### src/rtl/load_memory_unit.sv
// rtl/load_memory_unit.sv - in-order load FIFO, single-outstanding data-memory read, byte/half/word extraction and writeback
//
// Purpose:
//   Buffers resolved loads from the execution stage, performs one memory read
//   at a time over a req/ack handshake, extends the addressed byte/half/word
//   and writes the result back with its ROB tag and destination register.
//
// Ports:
//   clk, rst           clock, synchronous active-low reset
//   flush              pipeline flush: empties the FIFO, drains any open request
//   load_valid/_raddr/_funct3/_rob_id/_rd_phy   incoming resolved load
//   busy_lsu           FIFO full, upstream must hold loads
//   mem_req/mem_addr   word-aligned read request
//   mem_ack/mem_rdata  read completion and data
//   wb_valid/_data/_rob_id/_rd_phy/_exception   one-cycle writeback

module load_memory_unit #(
    parameter int ADDR_WIDTH = 32,
    parameter int DATA_WIDTH = 32,
    parameter int ROB_WIDTH  = 5,
    parameter int PHY_WIDTH  = 6,
    parameter int DEPTH      = 4
) (
    input  logic                  clk,
    input  logic                  rst,
    input  logic                  flush,
    input  logic                  load_valid,
    input  logic [ADDR_WIDTH-1:0] load_raddr,
    input  logic [2:0]            load_funct3,
    input  logic [ROB_WIDTH-1:0]  load_rob_id,
    input  logic [PHY_WIDTH-1:0]  load_rd_phy,
    output logic                  busy_lsu,
    output logic                  mem_req,
    output logic [ADDR_WIDTH-1:0] mem_addr,
    input  logic                  mem_ack,
    input  logic [DATA_WIDTH-1:0] mem_rdata,
    output logic                  wb_valid,
    output logic [DATA_WIDTH-1:0] wb_data,
    output logic [ROB_WIDTH-1:0]  wb_rob_id,
    output logic [PHY_WIDTH-1:0]  wb_rd_phy,
    output logic                  wb_exception
);

    localparam int PTR_W = $clog2(DEPTH);
    localparam logic [PTR_W:0] FULL_COUNT = (PTR_W+1)'(DEPTH);

    localparam logic [2:0] F3_LB  = 3'd0;
    localparam logic [2:0] F3_LH  = 3'd1;
    localparam logic [2:0] F3_LW  = 3'd2;
    localparam logic [2:0] F3_LBU = 3'd4;
    localparam logic [2:0] F3_LHU = 3'd5;

    typedef enum logic [1:0] {
        S_IDLE  = 2'd0,
        S_REQ   = 2'd1,
        S_RESP  = 2'd2,
        S_DRAIN = 2'd3
    } state_t;

    state_t r_state;
    state_t w_state_next;

    // FIFO storage; contents need no reset because count gates every read
    logic [ADDR_WIDTH-1:0] r_q_addr   [DEPTH];
    logic [2:0]            r_q_funct3 [DEPTH];
    logic [ROB_WIDTH-1:0]  r_q_rob    [DEPTH];
    logic [PHY_WIDTH-1:0]  r_q_phy    [DEPTH];

    logic [PTR_W-1:0]      r_head;
    logic [PTR_W-1:0]      r_tail;
    logic [PTR_W:0]        r_count;

    logic                  r_exc;
    logic [DATA_WIDTH-1:0] r_data;
    logic [ADDR_WIDTH-1:0] r_mem_addr;

    logic                  w_full;
    logic                  w_empty;
    logic                  w_push;
    logic                  w_pop;
    logic                  w_start_req;
    logic                  w_start_exc;

    logic [ADDR_WIDTH-1:0] w_head_addr;
    logic [2:0]            w_head_funct3;
    logic [1:0]            w_head_off;
    logic                  w_illegal;
    logic                  w_misaligned;
    logic                  w_bad;

    logic [7:0]            w_byte;
    logic [15:0]           w_half;
    logic [DATA_WIDTH-1:0] w_ext;

    assign w_full  = (r_count == FULL_COUNT);
    assign w_empty = (r_count == '0);
    // Flush wins over a same-cycle load; a full FIFO silently drops the load
    assign w_push  = load_valid && !w_full && !flush;
    assign w_pop   = (r_state == S_RESP) && !flush;

    assign w_head_addr   = r_q_addr[r_head];
    assign w_head_funct3 = r_q_funct3[r_head];
    assign w_head_off    = w_head_addr[1:0];

    always_comb begin
        w_illegal    = 1'b0;
        w_misaligned = 1'b0;
        case (w_head_funct3)
            F3_LB, F3_LBU: w_misaligned = 1'b0;
            F3_LH, F3_LHU: w_misaligned = w_head_off[0];
            F3_LW:         w_misaligned = (w_head_off != 2'b00);
            default:       w_illegal    = 1'b1;
        endcase
    end

    assign w_bad = w_illegal || w_misaligned;

    always_comb begin
        w_state_next = r_state;
        w_start_req  = 1'b0;
        w_start_exc  = 1'b0;
        case (r_state)
            S_IDLE: begin
                if (!flush && !w_empty) begin
                    if (w_bad) begin
                        w_state_next = S_RESP;
                        w_start_exc  = 1'b1;
                    end else begin
                        w_state_next = S_REQ;
                        w_start_req  = 1'b1;
                    end
                end
            end
            S_REQ: begin
                // An ack landing with the flush already closes the request,
                // so there is nothing left to drain
                if (mem_ack) begin
                    w_state_next = flush ? S_IDLE : S_RESP;
                end else if (flush) begin
                    w_state_next = S_DRAIN;
                end
            end
            S_RESP: begin
                w_state_next = S_IDLE;
            end
            S_DRAIN: begin
                if (mem_ack) begin
                    w_state_next = S_IDLE;
                end
            end
            default: w_state_next = S_IDLE;
        endcase
    end

    always_ff @(posedge clk) begin
        if (!rst) begin
            r_state    <= S_IDLE;
            r_head     <= '0;
            r_tail     <= '0;
            r_count    <= '0;
            r_exc      <= 1'b0;
            r_data     <= '0;
            r_mem_addr <= '0;
        end else begin
            r_state <= w_state_next;

            if (flush) begin
                r_head  <= '0;
                r_tail  <= '0;
                r_count <= '0;
            end else begin
                if (w_push) begin
                    r_tail <= r_tail + PTR_W'(1);
                end
                if (w_pop) begin
                    r_head <= r_head + PTR_W'(1);
                end
                case ({w_push, w_pop})
                    2'b10:   r_count <= r_count + (PTR_W+1)'(1);
                    2'b01:   r_count <= r_count - (PTR_W+1)'(1);
                    default: r_count <= r_count;
                endcase
            end

            if (w_start_exc) begin
                r_exc <= 1'b1;
            end else if (w_start_req) begin
                r_exc      <= 1'b0;
                // Latched so the address stays put through a drain after flush
                r_mem_addr <= {w_head_addr[ADDR_WIDTH-1:2], 2'b00};
            end

            if ((r_state == S_REQ) && mem_ack) begin
                r_data <= mem_rdata;
            end
        end
    end

    always_ff @(posedge clk) begin
        if (w_push) begin
            r_q_addr[r_tail]   <= load_raddr;
            r_q_funct3[r_tail] <= load_funct3;
            r_q_rob[r_tail]    <= load_rob_id;
            r_q_phy[r_tail]    <= load_rd_phy;
        end
    end

    always_comb begin
        w_byte = 8'h00;
        case (w_head_off)
            2'd0:    w_byte = r_data[7:0];
            2'd1:    w_byte = r_data[15:8];
            2'd2:    w_byte = r_data[23:16];
            default: w_byte = r_data[31:24];
        endcase
        w_half = w_head_off[1] ? r_data[31:16] : r_data[15:0];

        w_ext = '0;
        case (w_head_funct3)
            F3_LB:   w_ext = {{(DATA_WIDTH-8){w_byte[7]}}, w_byte};
            F3_LBU:  w_ext = {{(DATA_WIDTH-8){1'b0}}, w_byte};
            F3_LH:   w_ext = {{(DATA_WIDTH-16){w_half[15]}}, w_half};
            F3_LHU:  w_ext = {{(DATA_WIDTH-16){1'b0}}, w_half};
            F3_LW:   w_ext = r_data;
            default: w_ext = '0;
        endcase
    end

    assign busy_lsu     = w_full;
    assign mem_req      = (r_state == S_REQ) || (r_state == S_DRAIN);
    assign mem_addr     = r_mem_addr;
    // The flush gate keeps a squashed load from reaching the PRF/ROB
    assign wb_valid     = (r_state == S_RESP) && !flush;
    assign wb_exception = wb_valid && r_exc;
    assign wb_data      = (wb_valid && !r_exc) ? w_ext : '0;
    assign wb_rob_id    = wb_valid ? r_q_rob[r_head] : '0;
    assign wb_rd_phy    = wb_valid ? r_q_phy[r_head] : '0;

endmodule
### config.mk
export PLATFORM = sky130hd
export DESIGN_NAME = load_memory_unit
export DESIGN_NICKNAME = d
export VERILOG_FILES = /design/src/rtl/load_memory_unit.sv
export SDC_FILE = /design/constraint.sdc
export NUM_CORES = 1
export LEC_CHECK = 0
export BUFFER_PORTS_ARGS = -buffer_cell sky130_fd_sc_hd__buf_4
export CELL_PAD_IN_SITES_DETAIL_PLACEMENT = 1
export CELL_PAD_IN_SITES_GLOBAL_PLACEMENT = 1
export CORE_ASPECT_RATIO = 1.4
export CORE_UTILIZATION = 47
export DETAILED_ROUTE_END_ITERATION = 7
export PLACE_DENSITY = 0.77
export SLEW_MARGIN = 20
export SYNTH_ARGS = -nofsm -noshare
export SYNTH_HDL_FRONTEND = slang
export SYNTH_SLANG_ARGS = --single-unit
### constraint.sdc
create_clock -name clk -period 8.69 [get_ports clk]
set_input_delay 2.607 -clock clk [delete_from_list [all_inputs] [get_ports clk]]
set_output_delay 2.607 -clock clk [all_outputs]
set_load 0.01 [all_outputs]
==> results of run 1 <==
==> critical path: stages <==
cell,delay [ns]
buf_4,0.13
nor3b_2,0.18
nand2b_1,0.27
nor2_2,0.36
nand4b_1,0.54
o21ai_0,0.33
buf_4,0.18
==> where the power goes <==
part	internal (mW)	switching (mW)	total, mW
sequential	1.33	0.00639	1.34
combinational	0.0458	0.0502	0.0960
clock	0.617	0.451	1.07
==> sequential cells by signal, summed over array words and instances (netlist names), named ones only <==
register	count
r_head	2
r_q_phy	24
r_exc	1
r_count	3
r_state	2
r_q_rob	20
r_data	32
r_tail	2
mem_addr	30
r_q_addr	128
r_q_funct3	12
==> metrics by stage <==
stage / std cells / utilization / instance area [sq um] / power, mW
after global routing: 1119 / 0.5868 / 12490 / 2.572
after CTS: 1119 / 0.5867 / 12490 / 2.528
after global placement: 1073 / 0.5482 / 11670 / 1.456
after floorplan: 693 / - / 10290 / 1.409
after detailed placement: 1074 / 0.5487 / 11680 / 1.462
final: 1119 / 0.5868 / 12490 / 2.505
==> cells by family (layout without fill, tap and decap cells) <==
family,after synthesis,count (layout)
buf+inv,54,220
flops,258,258
simple gates,181,181
other cells,1,2
fa+ha+maj,6,6
compound gates,129,129
mux,58,58
xor+xnor,5,5
==> metal layers <==
layer	share of wire	routed length (um)	GRT usage
met1	0.37	9287	0.2519
met2	0.55	13750	0.4350
met3	0.047	1170	0.03507
met4	0.030	754	0.07986
met5	0	0	0
==> cell usage after synthesis, types with 3 or more instances <==
cell type,n
edfxtp_1,184
nand2_1,99
dfxtp_1,74
mux4_2,53
o21ai_0,36
a21boi_0,34
clkbuf_1,31
nand3_1,31
a21oi_1,26
and2_1,16
o21ai_1,13
nor2_1,12
inv_1,8
nand2b_1,8
a22o_1,7
a22oi_1,7
buf_2,5
ha_1,5
buf_1,4
mux2i_1,4
buf_4,3
buf_6,3
xor2_1,3
==> final cells by class <==
cell class	instances	area share
Clock buffer	33	0.05490
Clock inverter	12	0.009819
Inverter	8	0.002405
Multi-Input combinational cell	381	0.2447
Sequential cell	258	0.5615
Tap cell	260	0.02605
Timing Repair Buffer	167	0.1007
==> final timing paths <==
kind / start / endpoint / cells past startpoint
worst min-delay path: mem_addr[2]$_SDFFE_PN0P_ / mem_addr[2]$_SDFFE_PN0P_ / 2
worst max register to register: register / mem_addr[3]$_SDFFE_PN0P_ / 6
worst min register to register: mem_addr[2]$_SDFFE_PN0P_ / mem_addr[2]$_SDFFE_PN0P_ / 2
worst max-delay path: flush / wb_data[17] / 7
==> impl_results.md, run 1 <==
* Outcome: complete, no violations
* CTS clk-pin slew, worst paths at 0.06 ns
* Layout fillers at approximately 2000
* PnR worst setup slack at 1.461 ns
* Gates resized, CTS repair at 0
* CTS tree: yes
* DIE WIDTH at 127.0 um
* CTS Sinks at 258
* Most frequent cells in the layout: edfxtp_1, buf_4, nand2_1
* Slew HR at 0.3497
* Final period utilization at 0.8318
* H-Tree Depth at 1
* Share of cells above drive strength 1 at 0.3213
* Post-Route WL at 24960 um
* Post-synthesis sequential area ratio at 0.6813
* Nets@finish at 930
* Hold_ws at about 0.47 ns
* Pre-antenna DRT Iters at 6
* Post-place setup slack at 1.472 ns
* Crit path time final at 7.229 ns
* Final TNS setup at 0 ns
* Setup violators final at 0
* Yosys cell types at 45
* Hold crit path type: register to register
* Vias in the first global route at 6935
* Post-synth EDFFs at 184
* Initial Util at 0.4832
* Drc violations at 0
* CP Launch Type: input pin
* Max frequency at 138.3 MHz
* Clock latency on the worst-skew pair at 0.51 ns
* Largest area contributor in the synthesized netlist: edfxtp_1
* Vias at 6258
* Commonest non-fill, non-tap cell in the layout: edfxtp_1
* CTS root buf: clkbuf_16
* Clk_skew at 0.01023 ns
* XOR/XNOR Fraction of Synth Area at 0.004258
* Pwr Density at about 200 nW/um^2
* CP required at 6.08 ns
* Gate Count Post-Synth at between 600 and 700
* Worst-Margin Slew at ~0.98 ns
* Syn Area/Cell at 14.86 sq um
* Worst Setup End Kind: primary output
* Peak supply drop at about 190 uV
* Die Ht at 177.0 um
* DR vias/cell at 5.592
* Netlist Area Pre-Place at 10280 sq um
* Placer congestion estimate at 0.9041
* Area grow syn2layout at 21.44%
* Multi-input gate area at roughly 3000 sq um
* Detail Route Antenna Nets at 0
* Post-CTS Repair Setup Buffers at 0
* FFs w/ async S/R, synth at 0
* Setup slack, reg-to-reg at 5.51 ns
* Top cell type's share of synthesized area at 0.5373
* First-pass GRT wire length at 38230 um
* Ys Warns at 0
* Num CTS Buffers at 25
* Die area at approximately 22000 sq um
* Core Box Area at 21280 sq um
* Critical path class: input pin to primary output
* Worst path arrival time at 4.62 ns
* Slew Limit Fails at 0
* Global route overflow at 0
* Clock buffer depth at 3
* Ports at 162
* Flops & latches, synth at 258
* Total GRT Usage at 0.2267
* Initial antenna violation count at 0
* CP max FO at 16
* Compound-cell area share of the yosys netlist at 0.07933
* Synth Area in Simple Gates at 0.08201
* Final hold vios at 0
* DPL Wire Length at 15790 um
* Synth top area cells: edfxtp_1, dfxtp_1, mux4_2
* Routed wire per std cell at 22.31 um
* Initial drt markers at a little under 400
* Largest family of logic cells by synthesized area: multiplexers
* Unrepaired setup endpoints after global routing: no
* Max Cap Violations at 0
* Main synth FF type: edfxtp_1
* FF/Latch Area at 7012 sq um
* Post-Synth Adder-Cell Area at 0.008030
* PortBufs at 159
* Largest net degree at the start of global routing at 97
* CTS Hold Bufs at 0
* Row cnt at 63
* Diodes inserted at 0
* Leak Pwr at 4.307 nW
* Multiplexer share of the synthesized area at 0.1211
(Power assumes the default switching activity.)
==> run 2, diff against run 1 <==
Clock period 8.69 ns to 7.3 ns, I/O delays scaled along.
==> impl_results.md, run 2 (same netlist as run 1, synthesis figures left out) <==
* Leak Pwr at 4.301 nW (-0.13%)
* Hold crit path type: register to register
* Core Box Area at 21280 sq um (unchanged)
* Final hold vios at 0 (unchanged)
* Routed wire per std cell at 22.04 um (-1.2%)
* Worst-Margin Slew at 0.9851 ns (+0.009620 ns)
* CTS Hold Bufs at 0 (unchanged)
* Clk_skew at 0.01391 ns (+0.003674 ns)
* Detail Route Antenna Nets at 0 (unchanged)
* Finished Cell Area at 12500 sq um (+0.11%)
* Clock buffer depth at 3 (unchanged)
* Die Ht at 177.0 um (unchanged)
* CTS root buf: clkbuf_16
* Post-CTS Repair Setup Buffers at 0 (unchanged)
* PortBufs at 159 (unchanged)
* Final period utilization at 0.8720
* Most frequent cells in the layout: edfxtp_1, buf_4, nand2_1
* Die area at 22480 sq um (unchanged)
* Max reg flops at 128 (unchanged)
* Commonest non-fill, non-tap cell in the layout: edfxtp_1
* CTS Sinks at 258 (unchanged)
* Largest net degree at the start of global routing at 97 (unchanged)
* Met3 WL at 1304 um (+11%)
* Slew Limit Fails at 0 (unchanged)
* Initial drt markers at 325 (-18%)
* H-Tree Depth at 1 (unchanged)
* Worst Setup End Kind: primary output
* Pre-antenna DRT Iters at 5 (-1)
* Met2 routed WL at 13740 um (about the same)
* Placed Cells incl. Taps at 1075 (+0.093%)
* CP required at 5.11 ns (-0.97 ns)
* Max Cap Violations at 0 (unchanged)
* Register with the most flip-flops: r_q_addr
* Pwr Density at 237.4 nW/um^2 (+18%)
* Area grow syn2layout at 21.57%
* CTS tree: yes
* DIE WIDTH at 127.0 um (unchanged)
* Worst path arrival time at 4.18 ns (-0.44 ns)
* Setup violators final at 0 (unchanged)
* Gates resized, CTS repair at 0 (unchanged)
* Final TNS setup at 0 ns (unchanged)
* CP max FO at 17 (+1)
* Slew HR at 0.3433 (-0.006414)
* Hold_ws at 0.4812 ns (+0.01119 ns)
* Row cnt at 63 (unchanged)
* Vias at 6358 (+1.6%)
* Final cell count without fillers at 1122 (+0.27%)
* Vias in the first global route at 7065 (+1.9%)
* Max stage delay on crit path at 0.53 ns (about the same)
* Critical path class: input pin to primary output
* Placer congestion estimate at 0.9136 (+1.1%)
* Global route overflow at 0 (unchanged)
* Initial antenna violation count at 1 (+1)
* Worst hold start: mem_addr[6]$_SDFFE_PN0P_
* M1 wire length at 9043 um (-2.6%)
* Peak supply drop at 219.1 uV (+16%)
* DPL Wire Length at 16680 um (+5.6%)
* Initial Util at 0.4832 (unchanged)
* Nets@finish at 931 (+0.11%)
* Max frequency at 157.1 MHz
* Slowest cell on crit path: nor2_1
* Max layer used: met4
* Total GRT Usage at 0.2273 (+0.0005444)
* Outcome: complete, no violations
* Unrepaired setup endpoints after global routing: no
* CP Launch Type: input pin
* Clock latency on the worst-skew pair at 0.52 ns (about the same)
* Crit path cell chain: buf_4 -> nor3b_2 -> nand2b_1 -> nand2b_1 -> nor2_1 -> a22o_1 -> buf_4
* Area after DPL at 11690 sq um (about the same)
* Setup crit start: flush
* Num CTS Buffers at 25 (unchanged)
* Ports at 162 (unchanged)
* First-pass GRT wire length at 38540 um (+0.81%)
* Drc violations at 0 (unchanged)
* CTS clk-pin slew, worst paths at 0.06 ns (about the same)
* DR vias/cell at 5.667 (+1.3%)
* Post-Route WL at 24730 um (-0.93%)
* Share of cells above drive strength 1 at 0.3217 (+0.0004151)
* Layout fillers at 2051 (+1.4%)
* Crit path time final at 6.366 ns
[run 2: changes by cell type in the layout (fill, tap and decap cells not counted), moves of 2 or more]
cell | before | now
clkbuf_1 | 5 | 3
clkinv_1 | 1 | 4
clkinvlp_4 | 1 | 3
clkinv_2 | 5 | 3
[run 2: cell type report]
cell class | count | area [sq um] | share of cell area
Sequential cell | 258 | 7012 | 0.5608
Multi-Input combinational cell | 381 | 3055 | 0.2444
Timing Repair Buffer | 168 | 1269 | 0.1015
Clock buffer | 30 | 664.4 | 0.05314
Tap cell | 260 | 325.3 | 0.02602
Clock inverter | 16 | 143.9 | 0.01151
Inverter | 8 | 30.03 | 0.002402
Antenna cell | 1 | 2.502 | 0.0002002
[run 2: critical path, delay by kind of cell]
family	cells	cell delay [ns]
AO/OA/AOI/OAI	1	0.24
buffers and inverters	2	0.25
AND/OR/NAND/NOR	4	1.48
[run 2: through the flow]
stage | utilization | total power [mW] | worst slack, ns
final | 0.5874 | 2.968 | 0.9341
after global routing | 0.5874 | 3.058 | 0.7285
after CTS | 0.5872 | 2.995 | 0.9657
after detailed placement | 0.5493 | 1.742 | 0.9701
after global placement | 0.5486 | 1.734 | 1.095
after floorplan | - | 1.678 | 1.559
[run 2: metal layers]
metal / vias up / GRT usage
met5: - / 0
met4: 0 / 0.07738
met3: 39 / 0.04081
met2: 219 / 0.4460
met1: 3202 / 0.2407
li1: 2898 / -
[run 2: power by group]
group	internal [mW]	switching, mW	total (mW)
sequential	1.59	0.00744	1.60
combinational	0.0546	0.0597	0.114
clock	0.723	0.535	1.26
total	2.37	0.602	2.97
[run 2: path summary, 6_finish.rpt]
kind | end | slack, ns | cells past startpoint
max reg2reg | mem_addr[13]$_SDFFE_PN0P_ | 4.06 | 6
min | mem_addr[6]$_SDFFE_PN0P_ | 0.48 | 2
min reg2reg | mem_addr[6]$_SDFFE_PN0P_ | 0.48 | 2
max | wb_data[4] | 0.93 | 7
